$ cat config.mk
export PLATFORM = sky130hd
export DESIGN_NAME = cmos_capture
export DESIGN_NICKNAME = d
export VERILOG_FILES = /design/src/rtl/cmos_capture.sv
export SDC_FILE = /design/constraint.sdc
export NUM_CORES = 1
export LEC_CHECK = 0
export BUFFER_PORTS_ARGS = -buffer_cell sky130_fd_sc_hd__buf_2
export CAP_MARGIN = 20
export CORE_MARGIN = 2
export CORE_UTILIZATION = 38
export DETAILED_ROUTE_END_ITERATION = 10
export GPL_TIMING_DRIVEN = 0
export SYNTH_ARGS = -nofsm -noshare
export SYNTH_HDL_FRONTEND = slang
export SYNTH_SLANG_ARGS = --single-unit
$ cat constraint.sdc
create_clock -name clk -period 2.5 [get_ports clk]
set_input_delay 0.375 -clock clk [delete_from_list [all_inputs] [get_ports clk]]
set_output_delay 0.375 -clock clk [all_outputs]
set_load 0.1 [all_outputs]
$ cat src/rtl/cmos_capture.sv
// rtl/cmos_capture.sv - CMOS byte stream to RGB565 pixel stream with start-up frame skip
// Pairs sensor bytes into pixels, frames them with sop/eop and flags frames cut short.
module cmos_capture #(
   parameter int H_AP        = 1280,
   parameter int V_AP        = 720,
   parameter int SKIP_FRAMES = 10
) (
   input  logic        clk,
   input  logic        rst_n,
   input  logic        cmos_vsync,
   input  logic        cmos_href,
   input  logic [7:0]  cmos_din,
   output logic        dout_sop,
   output logic        dout_eop,
   output logic        dout_vld,
   output logic [15:0] dout,
   output logic        frame_err
);

   localparam int HW = $clog2(H_AP + 1);
   localparam int VW = $clog2(V_AP + 1);
   localparam int FW = $clog2(SKIP_FRAMES + 2);

   localparam logic [HW-1:0] H_MAX  = HW'(H_AP);
   localparam logic [HW-1:0] H_LAST = HW'(H_AP - 1);
   localparam logic [VW-1:0] V_MAX  = VW'(V_AP);
   localparam logic [VW-1:0] V_LAST = VW'(V_AP - 1);
   localparam logic [FW-1:0] F_SKIP = FW'(SKIP_FRAMES);

   localparam logic [1:0] ST_IDLE    = 2'd0;
   localparam logic [1:0] ST_SKIP    = 2'd1;
   localparam logic [1:0] ST_CAPTURE = 2'd2;

   logic          vsync_r1_q, vsync_r1_d;
   logic          href_r1_q, href_r1_d;
   logic [7:0]    din_r1_q, din_r1_d;
   logic          vsync_r2_q, vsync_r2_d;
   logic          href_r2_q, href_r2_d;
   logic [1:0]    state_q, state_d;
   logic [FW-1:0] fcnt_q, fcnt_d;
   logic [HW-1:0] h_cnt_q, h_cnt_d;
   logic [VW-1:0] v_cnt_q, v_cnt_d;
   logic          phase_q, phase_d;
   logic [7:0]    hi_byte_q, hi_byte_d;
   logic          in_frame_q, in_frame_d;
   logic          vld_q, vld_d;
   logic          sop_q, sop_d;
   logic          eop_q, eop_d;
   logic [15:0]   dout_q, dout_d;
   logic          err_q, err_d;

   logic vs_rise;
   logic href_fall;
   logic capturing;

   assign vs_rise   = vsync_r1_q & ~vsync_r2_q;
   assign href_fall = ~href_r1_q & href_r2_q;
   assign capturing = (state_q == ST_CAPTURE);

   always_comb begin
      vsync_r1_d = cmos_vsync;
      href_r1_d  = cmos_href;
      din_r1_d   = cmos_din;
      vsync_r2_d = vsync_r1_q;
      href_r2_d  = href_r1_q;
      state_d    = state_q;
      fcnt_d     = fcnt_q;
      h_cnt_d    = h_cnt_q;
      v_cnt_d    = v_cnt_q;
      phase_d    = phase_q;
      hi_byte_d  = hi_byte_q;
      in_frame_d = in_frame_q;
      vld_d      = 1'b0;
      sop_d      = 1'b0;
      eop_d      = 1'b0;
      dout_d     = dout_q;
      err_d      = 1'b0;

      case (state_q)
         ST_IDLE: begin
            if (vs_rise) begin
               if (SKIP_FRAMES == 0) begin
                  state_d = ST_CAPTURE;
               end else begin
                  state_d = ST_SKIP;
                  fcnt_d  = FW'(1);
               end
            end
         end
         ST_SKIP: begin
            if (vs_rise) begin
               if (fcnt_q == F_SKIP) begin
                  state_d = ST_CAPTURE;
               end else begin
                  fcnt_d = fcnt_q + FW'(1);
               end
            end
         end
         ST_CAPTURE: begin
            state_d = ST_CAPTURE;
         end
         default: begin
            state_d = ST_IDLE;
         end
      endcase

      // A vsync rise overrides any line event in the same cycle; a coincident byte opens the new frame.
      if (vs_rise) begin
         h_cnt_d    = '0;
         v_cnt_d    = '0;
         phase_d    = 1'b0;
         in_frame_d = 1'b0;
         if (capturing && in_frame_q) begin
            err_d = 1'b1;
         end
         if (capturing && href_r1_q) begin
            hi_byte_d = din_r1_q;
            phase_d   = 1'b1;
         end
      end else if (capturing) begin
         if (href_r1_q) begin
            if (!phase_q) begin
               hi_byte_d = din_r1_q;
               phase_d   = 1'b1;
            end else begin
               phase_d = 1'b0;
               if (h_cnt_q < H_MAX) begin
                  h_cnt_d = h_cnt_q + HW'(1);
                  if (v_cnt_q < V_MAX) begin
                     vld_d  = 1'b1;
                     dout_d = {hi_byte_q, din_r1_q};
                     sop_d  = (h_cnt_q == '0) && (v_cnt_q == '0);
                     eop_d  = (h_cnt_q == H_LAST) && (v_cnt_q == V_LAST);
                     if (sop_d) begin
                        in_frame_d = 1'b1;
                     end
                     if (eop_d) begin
                        in_frame_d = 1'b0;
                     end
                  end
               end
            end
         end else if (href_fall) begin
            h_cnt_d = '0;
            phase_d = 1'b0;
            if (v_cnt_q < V_MAX) begin
               v_cnt_d = v_cnt_q + VW'(1);
            end
         end
      end
   end

   always_ff @(posedge clk or negedge rst_n) begin
      if (!rst_n) begin
         vsync_r1_q <= 1'b0;
         href_r1_q  <= 1'b0;
         din_r1_q   <= 8'd0;
         vsync_r2_q <= 1'b0;
         href_r2_q  <= 1'b0;
         state_q    <= ST_IDLE;
         fcnt_q     <= '0;
         h_cnt_q    <= '0;
         v_cnt_q    <= '0;
         phase_q    <= 1'b0;
         hi_byte_q  <= 8'd0;
         in_frame_q <= 1'b0;
         vld_q      <= 1'b0;
         sop_q      <= 1'b0;
         eop_q      <= 1'b0;
         dout_q     <= 16'd0;
         err_q      <= 1'b0;
      end else begin
         vsync_r1_q <= vsync_r1_d;
         href_r1_q  <= href_r1_d;
         din_r1_q   <= din_r1_d;
         vsync_r2_q <= vsync_r2_d;
         href_r2_q  <= href_r2_d;
         state_q    <= state_d;
         fcnt_q     <= fcnt_d;
         h_cnt_q    <= h_cnt_d;
         v_cnt_q    <= v_cnt_d;
         phase_q    <= phase_d;
         hi_byte_q  <= hi_byte_d;
         in_frame_q <= in_frame_d;
         vld_q      <= vld_d;
         sop_q      <= sop_d;
         eop_q      <= eop_d;
         dout_q     <= dout_d;
         err_q      <= err_d;
      end
   end

   assign dout_vld  = vld_q;
   assign dout_sop  = sop_q;
   assign dout_eop  = eop_q;
   assign dout      = dout_q;
   assign frame_err = err_q;

endmodule

==> Word level (Yosys, flattened, before mapping) <==
Index checks and enable logic that the tools add are counted.
{ "totals": {"register_bits": 69, "inputBits": 12, "out_inout_bits": 20} }
{ "classes": {"add_sub_neg": 3, "magnitude_cmp": 2, "n_eq_ne": 14, "n_mux": 58, "bitwise_logic": 5, "reduce_logical": 24} }
{ "op_table": {"columns": ["operator", "count"], "rows": [
  ["$mux 11", 6],
  ["$mux 10", 5],
  ["$mux 8", 5],
  ["$mux 1", 34],
  ["$reduce_and 4->1", 4],
  ["$reduce_bool 2->1", 7],
  ["$mux 4", 3],
  ["$reduce_and 6->1", 2],
  ["$add 11x1->11 const B", 1],
  ["$eq 11x11->1 const B", 1],
  ["$logic_not 11->1", 1],
  ["$lt 11x11->1 const B", 1],
  ["$add 10x1->10 const B", 1],
  ["$eq 10x10->1 const B", 1],
  ["$logic_not 10->1", 1],
  ["$lt 10x10->1 const B", 1],
  ["$ne 2x2->1 const B", 4],
  ["$pmux 4 s2", 1],
  ["$mux 2", 3],
  ["$ne 2x1->1 const B", 3],
  ["$ne 3x1->1 const B", 2],
  ["$pmux 2 s3", 1],
  ["$reduce_bool 3->1", 2],
  ["$add 4x1->4 const B", 1],
  ["9 further kinds", 15]
]} }

==> Logic depth before layout (Yosys ltp) <==
{ "logic_depth": {"word_depth": 10, "ltp_mapped": 9, "depth_no_buf": 6} }

==> Worst setup path before layout <==
No wires, ideal clock.
{ "synth_timing": {"path_type": "flip-flop to flip-flop", "from": "reg state_q[0]", "to": "reg dout_q[10], in the netlist dout[10]", "setup_time_ns": 0.125, "arrival_time_ns": 1.774, "path_slack_ns": 0.600, "path_stages_with_launch": 10, "n_path_buf": 3, "cell_sequence": "dfrtp_1 inv_1 ha_1 and3_1 buf_6 and2_4 buf_6 nand3_4 buf_6 mux2_4"} }
{ "synth_between": {"elab_chain_cells": 2} }
{ "synth_rtl": {"columns": ["item", "line", "rtl"], "rows": [
  ["start: declaration", "39", "logic [1:0] state_q, state_d;"],
  ["start signal: assignment", "178", "state_q <= state_d;"],
  ["$eq 2x2->1", "58", "assign capturing = (state_q == ST_CAPTURE);"],
  ["$reduce_and 6->1 (no source line)", null, null],
  ["end signal: assignment", "188", "dout_q <= dout_d;"],
  ["end: declaration", "49", "logic [15:0] dout_q, dout_d;"]
]} }
No other way between the ends.
A chain may end at the register's enable or synchronous reset.

==> Worst setup path in the final report <==
{ "layout_timing": {"from": "reg state_q[0]", "to": "reg dout_q[13], in the netlist dout[13]"} }
Same word-level chain as after synthesis.

==> summary.txt <==
Worst setup path
  • Worst R2R End: dout[13]
  • CP endpoint kind: flip-flop
  • Critical path endpoint: dout[13]
  • Worst EP required: 2730 ps
  • CP Launch Type: flip-flop
  • FF-to-FF path depth: 9
  • Crit path from: state_q[0]
  • R2R Path Start: state_q[0]
  • Crit path DAT: about 2400 ps
  • Crit path max fanout: 10
  • Crit path kind: reg2reg
  • R2R setup slack: 360 ps

Power
  • Maximum VDD drop: 603 uV
  • Part of the power in registers: 35.0%
  • Gate power share: 41.4%
  • Clk pwr share: roughly a quarter
  • Cell-internal power: approximately 2500 uW
  • Switching share of power: 44.7%
  • Tot Pwr: 4480 uW
  • Cell area power density: 1240 nW/um^2
  • Leakage power: 0.00169 uW
  • Total net switching power: 2000 uW

Global route
  • Vias in the first global route: 2084
  • Largest net degree at the start of global routing: 70
  • Initial antenna violation count: 0
  • Gr ovfl total: 0
  • GR Util All Layers: 14.9%
  • First-pass GRT wire length: between 10000 and 15000 um

Route
  • Initial DRC count: 84
  • Final WL: 5970 um
  • DRC: 0
  • TritonRoute pass-1 iters: 4
  • DRT antenna net count: 0
  • Vias: 2108
  • DR WL/cell: 14.6 um
  • Vias per cell: 5.17

Floorplan
  • Chip height: 94.2 um
  • CORE AREA: 7810 um^2
  • Die Width: 94.2 um
  • Die Footprint: 8870 um^2
  • Cell Rows: 32
  • I/O pin count: 32
  • Starting Density: 39.6%

Synthesis
  • Mux cell area share after synthesis: 10.5%
  • Yosys reg bits: 69
  • Post-synth top area share: approximately 56%
  • XOR/XNOR Fraction of Synth Area: under 10%
  • Syn avg cell area: 11.9 um^2
  • Most area-consuming cells after synthesis: dfrtp_1 56%, mux2_2 5.8%, mux2_4 4.4%
  • Synth unique cells: 48
  • Synth warn: 0
  • Post-Synth Simple-Gate Area: 15.3%
  • Number of enable flip-flop cells after synthesis: 0
  • Adder-cell share of the synthesized area: 3.65%
  • Share of async-settable or async-resettable flops after synthesis: 100%
  • Seq/Total Area, Yosys: 55.9%
  • Top FF cell, synth: dfrtp_1
  • Area leader, netlist: dfrtp_1
  • Post-Syn Nets: 280
  • Main combinational cell family by area after synthesis: simple AND/OR/NAND/NOR gates
  • Cell count after synthesis: between 200 and 300
  • Syn Std Cell Area: 3090 um^2
  • Synth Area in Compound Gates: 9.44%

Cells and area
  • Sequential cell area: between 1500 and 2000 um^2
  • Filler cell count: 717
  • Syn-to-layout area delta: 16.6%
  • Layout cell share with drive strength beyond 1: 27.5%
  • Layout net count: 322
  • Multi-input gate area: between 1000 and 1500 um^2
  • Fin cells: 408
  • Highest-count cells in the layout ignoring fill and taps: 69 x dfrtp_1, 32 x buf_2, 16 x nand2_1, 16 x nand3_1, 16 x mux2_2
  • Design Area, Final: 3600 um^2
  • Ant. Diodes: 0
  • Final core occ: a little under half
  • Most common cell after layout, fill and taps aside: dfrtp_1

Clock tree
  • Hold Buf Count CTS: 0
  • Setup bufs post-CTS: 0
  • Post_cts resized: 0
  • Clock Pin Slew Worst Setup and Hold Paths: 80 ps
  • Clk Latency, worst-skew pair: about 350 ps
  • H-tree Lvls: 3
  • CTS tree: built
  • Max clock buf depth: 2
  • Root Driver: clkbuf_8
  • Sink Count: between 60 and 70
  • CTS buffer count: 9

STA
  • Slew margin rel.: about 43%
  • Slew @ Worst Pin: 861 ps
  • Tcrit/Tclk final: 85.7%
  • Setup Viol. Count Final: 0
  • Setup TNS: 0 ps
  • RSZ-0062 raised after global routing: false
  • Hold Vio Cnt, Final: 0
  • Tmin final: 2140 ps
  • Skew final: 9.62 ps
  • Slew Limit Fails: 0
  • Fmax achieved: around 470 MHz

Placement
  • Placer congestion estimate: 0.765
  • Port Buffers: 31
  • Dpl cell area: 3370 um^2
  • HPWL Detailed: 4050 um
  • Dpl cells: 392

Run
  • Max_cap viols: 0

Run status
  • Status: complete, no violations

Min path
  • Worst hold path type: in2reg
==> critical path, stage by stage (launching register included) <==
cell	delay [ps]
dfrtp_1	410
inv_1	90
ha_1	280
and3_1	210
buf_6	120
and2_4	130
buf_6	120
nand3_4	160
buf_6	210
mux2_4	300
==> power by group through the flow <==
stage	logic (uW)	registers, uW	clock network [uW]
after detailed placement	1870	1590	0
after floorplan	603	2520	0
after CTS	1870	1570	1080
after global routing	1950	1610	1140
final	1850	1570	1060
after global placement	1840	1580	0
==> stage by stage <==
stage                     setup slack [ps]  hold WS [ps]
final                                  356           126
after global routing                   233           108
after CTS                              341           112
after detailed placement               353           385
after global placement                 394           378
after floorplan                        600          79.4
==> routing by layer <==
layer	vias up	share of wire, %	global-route usage [%]	routed length, um
met5	-	0	0	0
met4	0	2.8	9.66	170
met3	14	3.5	3.53	207
met2	44	46	21.8	2720
met1	1021	48	19.7	2870
li1	1029	-	-	-
==> logic make-up (layout without fill, tap and decap cells) <==
kind of cell	Yosys count	after routing
AND/OR/NAND/NOR	83	83
AO/OA/AOI/OAI	44	44
adder cells (fa/ha/maj)	9	9
flip-flops	69	69
multiplexers	26	26
buffers and inverters	22	69
XOR/XNOR	6	6
==> cells in the mapped netlist, types with 3 or more instances <==
library cell  instances
a21oi_1              12
mux2_4                9
buf_6                 3
o21ai_0               9
dfrtp_1              69
mux2_2               16
nand2_1              16
nand3_1              16
ha_1                  9
and3_1                7
inv_1                13
o31ai_1               3
or3_1                 3
xor2_1                5
clkbuf_1              4
nor2_1               12
nor4_1                3
or4_1                 7
nand4_1               4
==> layout make-up <==
cell class                 instances  area share, %
clock inverter                     7           2.92
multi-input combinational        168           34.8
sequential                        69           47.9
timing repair buffer              31           4.37
tap                              102           3.54
clock buffer                       9           3.44
inverter                          13           1.35
buffer                             9           1.63
==> sequential cells by signal, indices dropped and copies added, names as in the netlist <==
signal      flops
dout_sop        1
in_frame_q      1
phase_q         1
v_cnt_q        10
dout_vld        1
dout_eop        1
vsync_r2_q      1
h_cnt_q        11
frame_err       1
hi_byte_q       8
href_r2_q       1
din_r1_q        8
dout           16
fcnt_q          4
href_r1_q       1
state_q         2
vsync_r1_q      1
==> worst min-delay path by stage <==
stage                start           to  depth (start not counted)
3_3_place_gp    vsync_r1_q   vsync_r2_q                          0
4_1_cts        cmos_din[7]  din_r1_q[7]                          1
2_1_floorplan        rst_n  din_r1_q[0]                          0
5_1_grt        cmos_din[2]  din_r1_q[2]                          1
6_report       cmos_din[2]  din_r1_q[2]                          1
3_5_place_dp    vsync_r1_q   vsync_r2_q                          0
No activity file was read; power rests on OpenSTA's default activity.
